--- src/rtl/siso_frame_arbiter.sv ---
// rtl/siso_frame_arbiter.sv - round-robin arbiter sharing one MSB-first serial channel between two requesters
module siso_frame_arbiter #(
  parameter int WIDTH = 8,
  parameter int GAP   = 1
) (
  input  logic             clk,
  input  logic             rst,
  input  logic             req0_valid,
  input  logic [WIDTH-1:0] req0_data,
  output logic             req0_ready,
  input  logic             req1_valid,
  input  logic [WIDTH-1:0] req1_data,
  output logic             req1_ready,
  output logic             sout,
  output logic             sout_en,
  output logic             busy,
  output logic             grant_id,
  output logic             done
);

  localparam int CW = $clog2(WIDTH);
  localparam logic [CW-1:0] LAST = CW'(WIDTH - 1);
  localparam logic [3:0] GAP_LAST = (GAP > 0) ? 4'(GAP - 1) : 4'd0;

  typedef enum logic [1:0] {S_IDLE, S_SHIFT, S_GAP} state_t;

  state_t         state;
  logic [WIDTH-1:0] sreg;
  logic [CW-1:0]  cnt;
  logic [3:0]     gcnt;
  logic           ptr;     // 1: req1 wins a tie, 0: req0 wins a tie
  logic           grant0;
  logic           grant1;

  assign grant0 = req0_valid & (~req1_valid | ~ptr);
  assign grant1 = req1_valid & (~req0_valid | ptr);

  // Reset masks the handshake so a word is never consumed in a reset cycle.
  assign req0_ready = (state == S_IDLE) & ~rst & grant0;
  assign req1_ready = (state == S_IDLE) & ~rst & grant1;

  assign sout_en = (state == S_SHIFT);
  assign sout    = sout_en & sreg[WIDTH-1];
  assign busy    = (state != S_IDLE);
  assign done    = sout_en & (cnt == LAST);

  always_ff @(posedge clk) begin
    if (rst) begin
      state    <= S_IDLE;
      sreg     <= '0;
      cnt      <= '0;
      gcnt     <= '0;
      ptr      <= 1'b0;
      grant_id <= 1'b0;
    end else begin
      case (state)
        S_IDLE: begin
          if (req0_ready | req1_ready) begin
            sreg     <= req1_ready ? req1_data : req0_data;
            grant_id <= req1_ready;
            ptr      <= req0_ready;
            cnt      <= '0;
            state    <= S_SHIFT;
          end
        end
        S_SHIFT: begin
          sreg <= {sreg[WIDTH-2:0], 1'b0};
          if (cnt == LAST) begin
            cnt   <= '0;
            gcnt  <= '0;
            state <= (GAP == 0) ? S_IDLE : S_GAP;
          end else begin
            cnt <= cnt + 1'b1;
          end
        end
        S_GAP: begin
          if (gcnt == GAP_LAST) begin
            gcnt  <= '0;
            state <= S_IDLE;
          end else begin
            gcnt <= gcnt + 1'b1;
          end
        end
        default: state <= S_IDLE;
      endcase
    end
  end

endmodule

--- config.mk ---
export PLATFORM = sky130hd
export DESIGN_NAME = siso_frame_arbiter
export DESIGN_NICKNAME = d
export VERILOG_FILES = /design/src/rtl/siso_frame_arbiter.sv
export SDC_FILE = /design/constraint.sdc
export NUM_CORES = 1
export LEC_CHECK = 0
export CAP_MARGIN = 40
export CORE_ASPECT_RATIO = 0.75
export CORE_MARGIN = 5
export CORE_UTILIZATION = 44
export DETAILED_ROUTE_END_ITERATION = 6
export PLACE_DENSITY = 0.8
export SLEW_MARGIN = 10
export SYNTH_ARGS = -nofsm -noshare
export SYNTH_HDL_FRONTEND = slang
export SYNTH_SLANG_ARGS = --single-unit
--- constraint.sdc ---
create_clock -name clk -period 2.9 [get_ports clk]
set_input_delay 0.58 -clock clk [delete_from_list [all_inputs] [get_ports clk]]
set_output_delay 0.58 -clock clk [all_outputs]
set_load 0.03 [all_outputs]
After elaboration in Yosys (flattened, before gate mapping)

Index checks and enable logic that the tools add are counted.

Equality and inequality tests: 6
Reductions and logical operators: 9
Muxes and demuxes: 13
Magnitude comparators: 0
Div/mod/pow operators: 0
Add/sub/neg operators: 2
Multipliers: 0
Bitwise logic cells: 14
Shift operators: 0

Operators with widths:

| kind                                                             | number |
|---|---|
| 8-bit two-way mux                                                | 2 |
| 8-bit case mux with 2 select lines                               | 1 |
| 4-bit two-way mux                                                | 2 |
| 4-bit case mux with 2 select lines                               | 1 |
| 1-bit bitwise AND                                                | 7 |
| 2-bit two-way mux                                                | 3 |
| 3-bit two-way mux                                                | 2 |
| 2-bit case mux with 3 select lines                               | 1 |
| 3-bit case mux with 2 select lines                               | 1 |
| 2-bit AND reduction                                              | 3 |
| 2-bit nonzero test                                               | 3 |
| 4-bit by 1-bit adder with 4-bit output (second input constant)   | 1 |
| 4-bit zero test                                                  | 1 |
| 2-bit by 1-bit != test with 1-bit output (second input constant) | 2 |
| 1-bit NOT                                                        | 4 |
| 3-bit by 1-bit adder with 3-bit output (second input constant)   | 1 |
| 3-bit == test (second input constant)                            | 1 |
| 1-bit bitwise OR                                                 | 3 |
| 3-bit AND reduction                                              | 1 |
| 2-bit by 1-bit == test with 1-bit output (second input constant) | 1 |
| 2-bit == test (second input constant)                            | 1 |
| 2-bit zero test                                                  | 1 |
| 2-bit != test (second input constant)                            | 1 |

Input port bits: 20
Latch bits: 0
Word-level logic and storage cells: 50
Bits in writable memories: 0
Memory bits (read-only): 0
Output and inout port bits: 7
Bits in registers: 19
Memories: 0

Depth between registers and ports, before layout

Gate-level depths: netlist (run 1).

Word-level depth: 7
Gate-level depth with buffers: 7
Depth with buffers taken out: 5

Worst setup path after synthesis (run 1)

No wires, ideal clock.

Kind: reg2out
Start: register state[1]
End: output port sout
Data arrival time: 1.702 ns
Data required time: 2.320 ns
Cell stages (with the launch flop): 6
Buffers on the path: 2
Setup slack: 0.618 ns
Cells stage by stage: dfxtp_1 clkbuf_1 or2b_1 inv_1 clkbuf_1 and2_1

Longest elaborated chain between the ends: 2

Ends and longest elaborated chain:

| what                                     | line | text |
|---|---|---|
| start, declared                          | 27   | `state_t state;` |
| start signal, assigned                   | 71   | `state <= (GAP == 0) ? S_IDLE : S_GAP;` |
| 2-bit by 1-bit == test with 1-bit output | 42   | `assign sout_en = (state == S_SHIFT);` |
| net sout_en                              | 15   | `output logic sout_en,` |
| 1-bit bitwise AND                        | 43   | `assign sout = sout_en & sreg[WIDTH-1];` |
| end, declared                            | 14   | `output logic sout,` |

The timed path passes the listed nets, and every way through them passes these cells.

Worst setup path in the final report (run 1)

Start: input port req0_valid
End: output port req0_ready

Longest elaborated chain between the ends: 2

Ends and longest elaborated chain:

| what              | line | text |
|---|---|---|
| start, declared   | 8    | `input logic req0_valid,` |
| 1-bit bitwise AND | 35   | `assign grant0 = req0_valid & (~req1_valid \| ~ptr);` |
| 1-bit bitwise AND | 39   | `assign req0_ready = (state == S_IDLE) & ~rst & grant0;` |
| end, declared     | 10   | `output logic req0_ready,` |

Every way passes these cells.

==> results of run 1 <==
==> through the flow <==
| stage | setup slack [ns] | utilization (%) | cells |
|---|---|---|---|
| finish | 0.160 | 59.0 | 183 |
| global route | 0.0823 | 59.0 | 183 |
| CTS | 0.113 | 59.0 | 183 |
| detailed placement | 0.185 | 57.8 | 179 |
| global placement | 0.201 | 57.8 | 179 |
| floorplan | 0.618 | - | 130 |
==> how the worst max path moves through the flow <==
stage,end,startpoint,depth (start not counted)
after global routing,req0_ready,req0_valid,4
after detailed placement,req1_ready,req1_valid,5
after global placement,req1_ready,req1_valid,5
final,req0_ready,req0_valid,4
after CTS,done,state[0],5
after floorplan,sout,state[1],5
==> sequential cells by signal (all words and copies together), names as in the netlist <==
name and cells:
cnt 3, sreg 8, ptr 1, grant_id 1, gcnt 4, state 2
==> per-layer routing <==
layer | GRT usage, % | wire, um
met1 | 17.8 | 1160
met2 | 31.1 | 1320
met3 | 6.15 | 110
met4 | 3.79 | 12
met5 | 0 | 0
==> synthesized netlist by cell type, drive strengths merged <==
library cell   n  share of area, %
dfxtp         19                38
nand2         16               6.0
nor3          15               7.5
nor2          12               4.5
inv            9               3.4
o21ai          9               4.5
a21oi          8               4.0
o31ai          7               5.2
clkbuf         4               1.5
ha             4               5.0
a311oi         3               2.6
nand3          3               1.5
a211oi         2               1.5
a31oi          2               1.2
buf            2               1.9
nand2b         2               1.2
or3            2               1.2
a2111oi        1              0.87
a21boi         1              0.75
a41oi          1              0.87
and2           1              0.62
clkinv         1               1.6
mux2i          1               1.0
nor2b          1              0.62
nor3b          1              0.75
or2b           1              0.75
or3b           1              0.87
or4            1              0.75
==> power by group through the flow <==
stage | Combinational (W) | Sequential, W | Clock (W)
detailed placement | 0.000123 | 0.000297 | 0
CTS | 0.000124 | 0.000291 | 0.000138
finish | 0.000123 | 0.000291 | 0.000136
global route | 0.000134 | 0.000293 | 0.000151
global placement | 0.000118 | 0.000295 | 0
floorplan | 0.0000680 | 0.000295 | 0
==> layout by cell type, fill, tap and decap left out, drive strengths merged, types with 3 or more instances in the layout <==
| master | n |
|---|---|
| nor2 | 12 |
| o21ai | 9 |
| o31ai | 7 |
| dfxtp | 19 |
| nor3 | 15 |
| nand2 | 16 |
| buf | 5 |
| clkbuf | 3 |
| ha | 4 |
| a311oi | 3 |
| inv | 9 |
| a21oi | 8 |
| nand3 | 3 |
| clkdlybuf4s50 | 25 |
==> cell type report <==
| type | count | area (um2) |
|---|---|---|
| Clock buffer | 3 | 22.5 |
| Clock inverter | 1 | 5.00 |
| Fill cell | 210 | 916 |
| Inverter | 10 | 50.0 |
| Multi-Input combinational cell | 95 | 541 |
| Sequential cell | 19 | 380 |
| Tap cell | 25 | 31.3 |
| Timing Repair Buffer | 30 | 288 |
==> cells by family after synthesis <==
kind of cell    Yosys count  synth area share (%)
buf+inv                  16                  8.34
compound gates           34                  21.5
fa+ha+maj                 4                  4.98
flops                    19                  37.9
mux                       1                 0.996
simple gates             56                  26.3
==> worst max-delay path, stage by stage <==
cell             delay, ns
clkdlybuf4s50_1       0.54
nand2_1               0.10
a211oi_1              0.23
clkdlybuf4s50_1       0.71
==> results.ini, run 1 <==
[floorplanning]
die-area_mm2 = 0.00335
start_util_pct = 45.0
core-area_mm2 = 0.00223
die_height_um = 51.4
die_w_um = 65.2
ios = 27
placement_rows = 15

[route]
first_iter_violations = 35
vias = 1011
firstDrtPassIters = 4
wl_per_cell_um = 14.2
postRouteAntennaNets = 0
wirelength_um = 2600
drc = 0
via_per_inst = 5.52

[synth]
syn_inst = 130
synth_cell_types = 29
avgSynthCellArea_um2 = 7.73
ys_ff_latch = 19
syn_nets = 154
yosysSeqAreaShare_pct = 37.9
yosys_warnings = 0
synth_area_mm2 = 0.00100

[global_routing]
grt_pass1_vias = 1024
grt_pass1_wl_um = 4320
grt_max_degree = 15
antenna_found_initial = 0
track_usage_pct = 16.7
grt.overflow.total = 0

[worst_setup_path]
ff2ff_setup_slack_ns = 1.04
r2r_start = state[1]
r2r-end = sreg[6]
end_kind = output port
cp_data_arrival_time_ns = 2.16
cp.required_ns = 2.32
critPathLaunchType = input port
crit_type = in -> out
reg2reg_depth = 5
cp_max_fo = 5

[pwr]
total_power_w = 0.000550
switchingPower_w = 0.000161
p_leak_nw = 0.506
power.internal_w = 0.000390
switching_share_pct = 29.2
comb_power_share_pct = 22.4
pwr-share-clk_pct = 24.7
p_per_area_mw_per_mm2 = 418
power_frac_seq_pct = 52.9
peakVddDrop_uv = 277

[hold_path]
whs_endpoint = sreg[4]
min_from = sreg[4]
hold_depth = 2
hp-class = reg -> reg

[timing]
relSlewSlack_pct = 53.2
holdWs_ns = 0.462
setup_viol = 0
clock_skew_ns = 0.00799
slew_viol_final = 0
setup_tns_ns = 0
rsz0062_at_grt = no
fin_crit_ns = 2.74
fin_crit_sh_pct = 94.5
hold_viol = 0
max_freq_mhz = 365
worstMarginPinSlew_ns = 0.700

[layout]
n_antenna_cell = 0
nNetsFinal = 183
syn_to_final_growth_pct = 31.1
drive_gt1_share_pct = 6.96
final_area_mm2 = 0.00132

[cts]
clock_insertion_delay_worst_skew_ns = 0.30
ctsHoldBuffers = 0
cts-root-buf = clkbuf_4
cts_resized = 0
cts.path.max_buffers = 2
clock-sinks = 19
path_clk_slew_ns = 0.11
cts_tree = done
cts_buffers = 3
postCtsSetupBuffers = 0
htreeDepth = 1

[run_status]
outcome = complete, no violations

[placement]
gp_congestion = 0.837
port_buffers = 26
place_hpwl_um = 2020
place_area_mm2 = 0.00129

[flow_run]
cap_viol_max_count = 0

Power figures use the tool's default switching activity.
==> inputs of run 2 (changes only) <==
--- a/config.mk
+++ b/config.mk
@@ -11,6 +11,7 @@
 export CORE_UTILIZATION = 44
 export DETAILED_ROUTE_END_ITERATION = 6
 export PLACE_DENSITY = 0.8
+export REMOVE_ABC_BUFFERS = 1
 export SLEW_MARGIN = 10
 export SYNTH_ARGS = -nofsm -noshare
 export SYNTH_HDL_FRONTEND = slang
==> run 2 against run 1 <==
Against the previous run: final area increased by 0.57%; clock power grew 3%; first-iteration DRC count up 26%; highest routed layer unchanged.
==> results.ini, run 2 (synthesis gave the netlist of run 1 again) <==
[layout]
regMostFlops = sreg
multi_input_area_um2 = 541
layout_common_cells = clkdlybuf4s50_1 (25), dfxtp_1 (19), nand2_1 (16)
syn_to_final_growth_pct = 31.9
layout_commonest_cell = clkdlybuf4s50_1
nNetsFinal = 184
seq_area_um2 = 380
fillers = 220
largest_reg_flops = 8
n_antenna_cell = 0
reg_top3 = sreg (8), gcnt (4), cnt (3)
post-route-util_pct = 59.3
drive_gt1_share_pct = 6.92
fin_cells = 184

[worst_setup_path]
critPathLaunchType = register
crit_start = state[0]
crit_type = reg -> out
cpPeakStageDelay_ns = 0.66
r2r_start = state[1]
cp_data_arrival_time_ns = 2.19
worstSetupEndpoint = sout
ff2ff_setup_slack_ns = 1.03
cp.required_ns = 2.32
reg2reg_depth = 5
crit_slowest_cell = clkdlybuf4s50_1
cp_num_buf_inv = 2
crit_chain = or2b_1 -> inv_1 -> and2_1 -> clkdlybuf4s50_1
r2r-end = sreg[5]
critical_path_depth = 4
cp_max_fo = 9
cp_top_family = buffers and inverters
end_kind = output port

[cts]
postCtsSetupBuffers = 0
cts_tree = done
htreeDepth = 1
path_clk_slew_ns = 0.11
clock_insertion_delay_worst_skew_ns = 0.30
cts_resized = 0
cts-root-buf = clkbuf_4
ctsHoldBuffers = 0
cts.path.max_buffers = 2
clock-sinks = 19
cts_buffers = 3

[pwr]
p_per_area_mw_per_mm2 = 418
peakVddDrop_uv = 280
p_leak_nw = 0.514

[timing]
setup_tns_ns = 0
clock_skew_ns = 0.00486
fin_crit_sh_pct = 95.6
fin_crit_ns = 2.77
hold_viol = 0
max_freq_mhz = 361
worstMarginPinSlew_ns = 0.678
setup_viol = 0
relSlewSlack_pct = 54.7
rsz0062_at_grt = no
slew_viol_final = 0

[global_routing]
grt_max_degree = 15
antenna_found_initial = 0
grt_pass1_wl_um = 4410
grt_pass1_vias = 977
track_usage_pct = 17.3
grt.overflow.total = 0

[placement]
place_hpwl_um = 1980
port_buffers = 26
gp_congestion = 0.877
placedCellCount = 180

[run_status]
outcome = complete, no violations

[route]
firstDrtPassIters = 4
vias = 1026
first_iter_violations = 44
drc = 0
postRouteAntennaNets = 0
via_per_inst = 5.58
wl_per_cell_um = 14.0
wirelength_um = 2580

[hold_path]
hp-class = reg -> reg

[floorplanning]
die-area_mm2 = 0.00335
ios = 27
die_w_um = 65.2
core-area_mm2 = 0.00223
die_height_um = 51.4
start_util_pct = 45.0
placement_rows = 15

[flow_run]
cap_viol_max_count = 0

[run 2: final cells by class]
type,instances,area share [%]
clock inverters,1,0.378
clock buffers,3,1.70
flip-flops and latches,19,28.7
multi-input cells,95,40.8
well taps,25,2.36
repair buffers,31,22.3
inverters,10,3.78
[run 2: how the worst min path moves through the flow]
| stage | from | depth (start not counted) | end | slack (ns) |
|---|---|---|---|---|
| CTS | sreg[2] | 2 | sreg[2] | 0.46 |
| global route | sreg[3] | 2 | sreg[3] | 0.49 |
| finish | sreg[2] | 2 | sreg[2] | 0.46 |
| global placement | sreg[7] | 2 | sreg[7] | 0.43 |
| floorplan | sreg[7] | 2 | sreg[7] | 0.42 |
| detailed placement | sreg[2] | 2 | sreg[2] | 0.44 |
[run 2: report_power, final]
| group | internal [W] | leakage (nW) | switching [W] |
|---|---|---|---|
| Sequential | 0.000279 | 0.156 | 0.0000121 |
| Clock | 0.0000515 | 0.0177 | 0.0000885 |
| Combinational | 0.0000604 | 0.340 | 0.0000630 |
[run 2: per-layer routing]
layer,GRT usage (%),part of all wire (%),vias up
met5,0,0,-
met4,4.14,0.66,0
met3,5.93,5.7,2
met2,29.9,50,25
met1,20.5,44,478
li1,-,-,521
[run 2: worst min-delay path: stages, from the launching register on]
cell     delay, ns
dfxtp_1       0.32
nand2_1       0.05
o31ai_1       0.05
[run 2: per-stage QoR]
step	setup slack [ns]	instance area, um2	hold slack, ns	power [W]
after floorplan	0.744	971	0.417	0.000356
final	0.127	1330	0.457	0.000554
after CTS	0.139	1330	0.461	0.000557
after global routing	0.00791	1330	0.486	0.000585
after global placement	0.202	1300	0.433	0.000415
after detailed placement	0.150	1300	0.436	0.000419
==> inputs of run 3 (changes only) <==
--- a/config.mk
+++ b/config.mk
@@ -5,12 +5,13 @@
 export SDC_FILE = /design/constraint.sdc
 export NUM_CORES = 1
 export LEC_CHECK = 0
+export ABC_AREA = 1
 export CAP_MARGIN = 40
 export CORE_ASPECT_RATIO = 0.75
 export CORE_MARGIN = 5
 export CORE_UTILIZATION = 44
 export DETAILED_ROUTE_END_ITERATION = 6
-export PLACE_DENSITY = 0.8
+export PLACE_DENSITY = 0.78
 export REMOVE_ABC_BUFFERS = 1
 export SLEW_MARGIN = 10
 export SYNTH_ARGS = -nofsm -noshare
==> run 3 against run 2 <==
Against the previous run: routed wire length down 7.7%; clock skew up 0.0051 ns; non-clock buffer count down 4; die area up 9.9%; core utilization up 0.78 points; critical path depth unchanged; combinational power up 38%; first-iteration DRC count down 23%; sequential power up 1%; clock power about the same; global-route usage down 2.2 points; highest routed layer unchanged.
==> results.ini, run 3 <==
[run_status]
outcome = complete, no violations

[layout]
n_antenna_cell = 0
syn_to_final_growth_pct = 26.2
drive_gt1_share_pct = 7.92
layout_commonest_cell = nand2_1
final_area_mm2 = 0.00142
largest_reg_flops = 8
nNetsFinal = 227
regMostFlops = sreg
reg_top3 = sreg (8), gcnt (4), cnt (3)
post-route-util_pct = 60.1
layout_common_cells = nand2_1 (45), nor2_1 (31), inv_1 (30)

[timing]
holdWs_ns = 0.476
relSlewSlack_pct = 70.4
rsz0062_at_grt = no
setup_slack_ns = 0.290
fin_crit_sh_pct = 90.0
clock_skew_ns = 0.00999
setup_viol = 0
fin_crit_ns = 2.61
slew_viol_final = 0
setup_tns_ns = 0
max_freq_mhz = 383
hold_viol = 0
worstMarginPinSlew_ns = 0.442

[synth]
async_flop_share_pct = 0
netlist.area_leader.share_pct = 33.8
synthTopCellsByArea = dfxtp_1 (34%), nand2_1 (15%), nor2_1 (10%)
avgSynthCellArea_um2 = 6.36
syn_inst = 177
synth_cell_types = 22
yosys-top-cells-count = nand2_1 (45), nor2_1 (31), inv_1 (30)
synth-main-ff-cell = dfxtp_1
yosys_warnings = 0
yosysSeqAreaShare_pct = 33.8
synth.most_common_cell = nand2_1
synth_edf_count = 0
synth_area_mm2 = 0.00113
synth_top_area_cell = dfxtp_1
ys_ff_latch = 19

[worst_setup_path]
crit_slowest_cell = clkdlybuf4s50_1
cp_max_fo = 14
crit_chain = inv_2 -> nor2_2 -> buf_4 -> clkdlybuf4s50_1
crit_start = state[0]
critPathLaunchType = register
cp.required_ns = 2.32
end_kind = output port
cp_data_arrival_time_ns = 2.03
cpPeakStageDelay_ns = 0.70
r2r_start = state[1]
crit_type = reg -> out

[global_routing]
grt_pass1_wl_um = 4080
antenna_found_initial = 0
grt.overflow.total = 0
grt_pass1_vias = 1018
grt_max_degree = 16
track_usage_pct = 15.1

[route]
wirelength_um = 2380
vias = 1091
via_per_inst = 4.62
firstDrtPassIters = 4
first_iter_violations = 34
postRouteAntennaNets = 0
drc = 0
wl_per_cell_um = 10.1

[floorplanning]
start_util_pct = 47.6
die-area_mm2 = 0.00368
die_height_um = 53.8
core-area_mm2 = 0.00236
placement_rows = 15
die_w_um = 68.4
ios = 27

[cts]
ctsHoldBuffers = 0
path_clk_slew_ns = 0.11
htreeDepth = 1
cts-root-buf = clkbuf_4
cts.path.max_buffers = 2
clock-sinks = 19
cts_buffers = 3
cts_resized = 0
cts_tree = done
postCtsSetupBuffers = 0
clock_insertion_delay_worst_skew_ns = 0.31

[placement]
port_buffers = 26
gp_congestion = 0.754
place_area_mm2 = 0.00139
place_hpwl_um = 1940
dp_slack_ns = 0.328

[pwr]
p_per_area_mw_per_mm2 = 424
p_leak_nw = 0.709
peakVddDrop_uv = 216

[flow_run]
cap_viol_max_count = 0

[hold_path]
min_from = grant_id
hp-class = reg -> reg

[run 3: changes by cell type after synthesis, moves of 3 or more]
cell,before,now
nand2_1,16,45
inv_1,9,30
nor2_1,12,31
nor3_1,15,2
o31ai_1,7,1
nand3_1,3,8
o21ai_0,9,13
a311oi_1,3,0
clkbuf_1,4,1
[run 3: final timing paths]
| path | endpoint | slack (ns) | cells past startpoint |
|---|---|---|---|
| worst min register to register | grant_id | 0.48 | 2 |
| worst min-delay path | grant_id | 0.48 | 2 |
| worst max-delay path | sout_en | 0.29 | 4 |
| worst max register to register | sreg[3] | 1.36 | 7 |
[run 3: critical path: cells and delay by family, from the launching register on]
kind,cells,cell delay [ns]
flip-flops,1,0.37
AND/OR/NAND/NOR,1,0.31
buffers and inverters,3,1.04
[run 3: layout make-up]
type / count / area [um2]
Fill cell: 233 / 943
Tap cell: 34 / 42.5
Clock inverter: 1 / 7.51
Sequential cell: 19 / 380
Inverter: 32 / 120
Timing Repair Buffer: 27 / 263
Multi-Input combinational cell: 120 / 586
Clock buffer: 3 / 22.5
[run 3: report_power, final]
part	total (W)	switching, W	internal, W
Combinational	0.000170	0.0000981	0.0000718
Clock	0.000138	0.0000852	0.0000526
Sequential	0.000295	0.0000107	0.000284
Total	0.000602	0.000194	0.000408
[run 3: kinds of logic (layout without fill, tap and decap cells)]
kind of cell | count (synthesis) | count (layout) | synth area share (%)
AOI/OAI and AO/OA | 23 | 23 | 11.7
xor gates and xnor gates | 1 | 1 | 0.778
adders and majority gates | 4 | 4 | 4.44
buffers and inverters | 38 | 63 | 14.2
DFF | 19 | 19 | 33.8
and+or+nand+nor | 92 | 92 | 35.1
[run 3: per-stage QoR]
step	total power [W]	instances
5_1_grt	0.000646	236
2_1_floorplan	0.000406	171
4_1_cts	0.000613	236
3_3_place_gp	0.000467	232
3_5_place_dp	0.000472	232
6_report	0.000602	236
[run 3: layer usage]
layer  vias up  part of all wire (%)  global-route usage, %
met5         -                     0                      0
met4         0                   1.5                   4.62
met3         6                   4.0                   6.26
met2        17                    49                   26.5
met1       485                    45                   16.6
li1        583                     -                      -
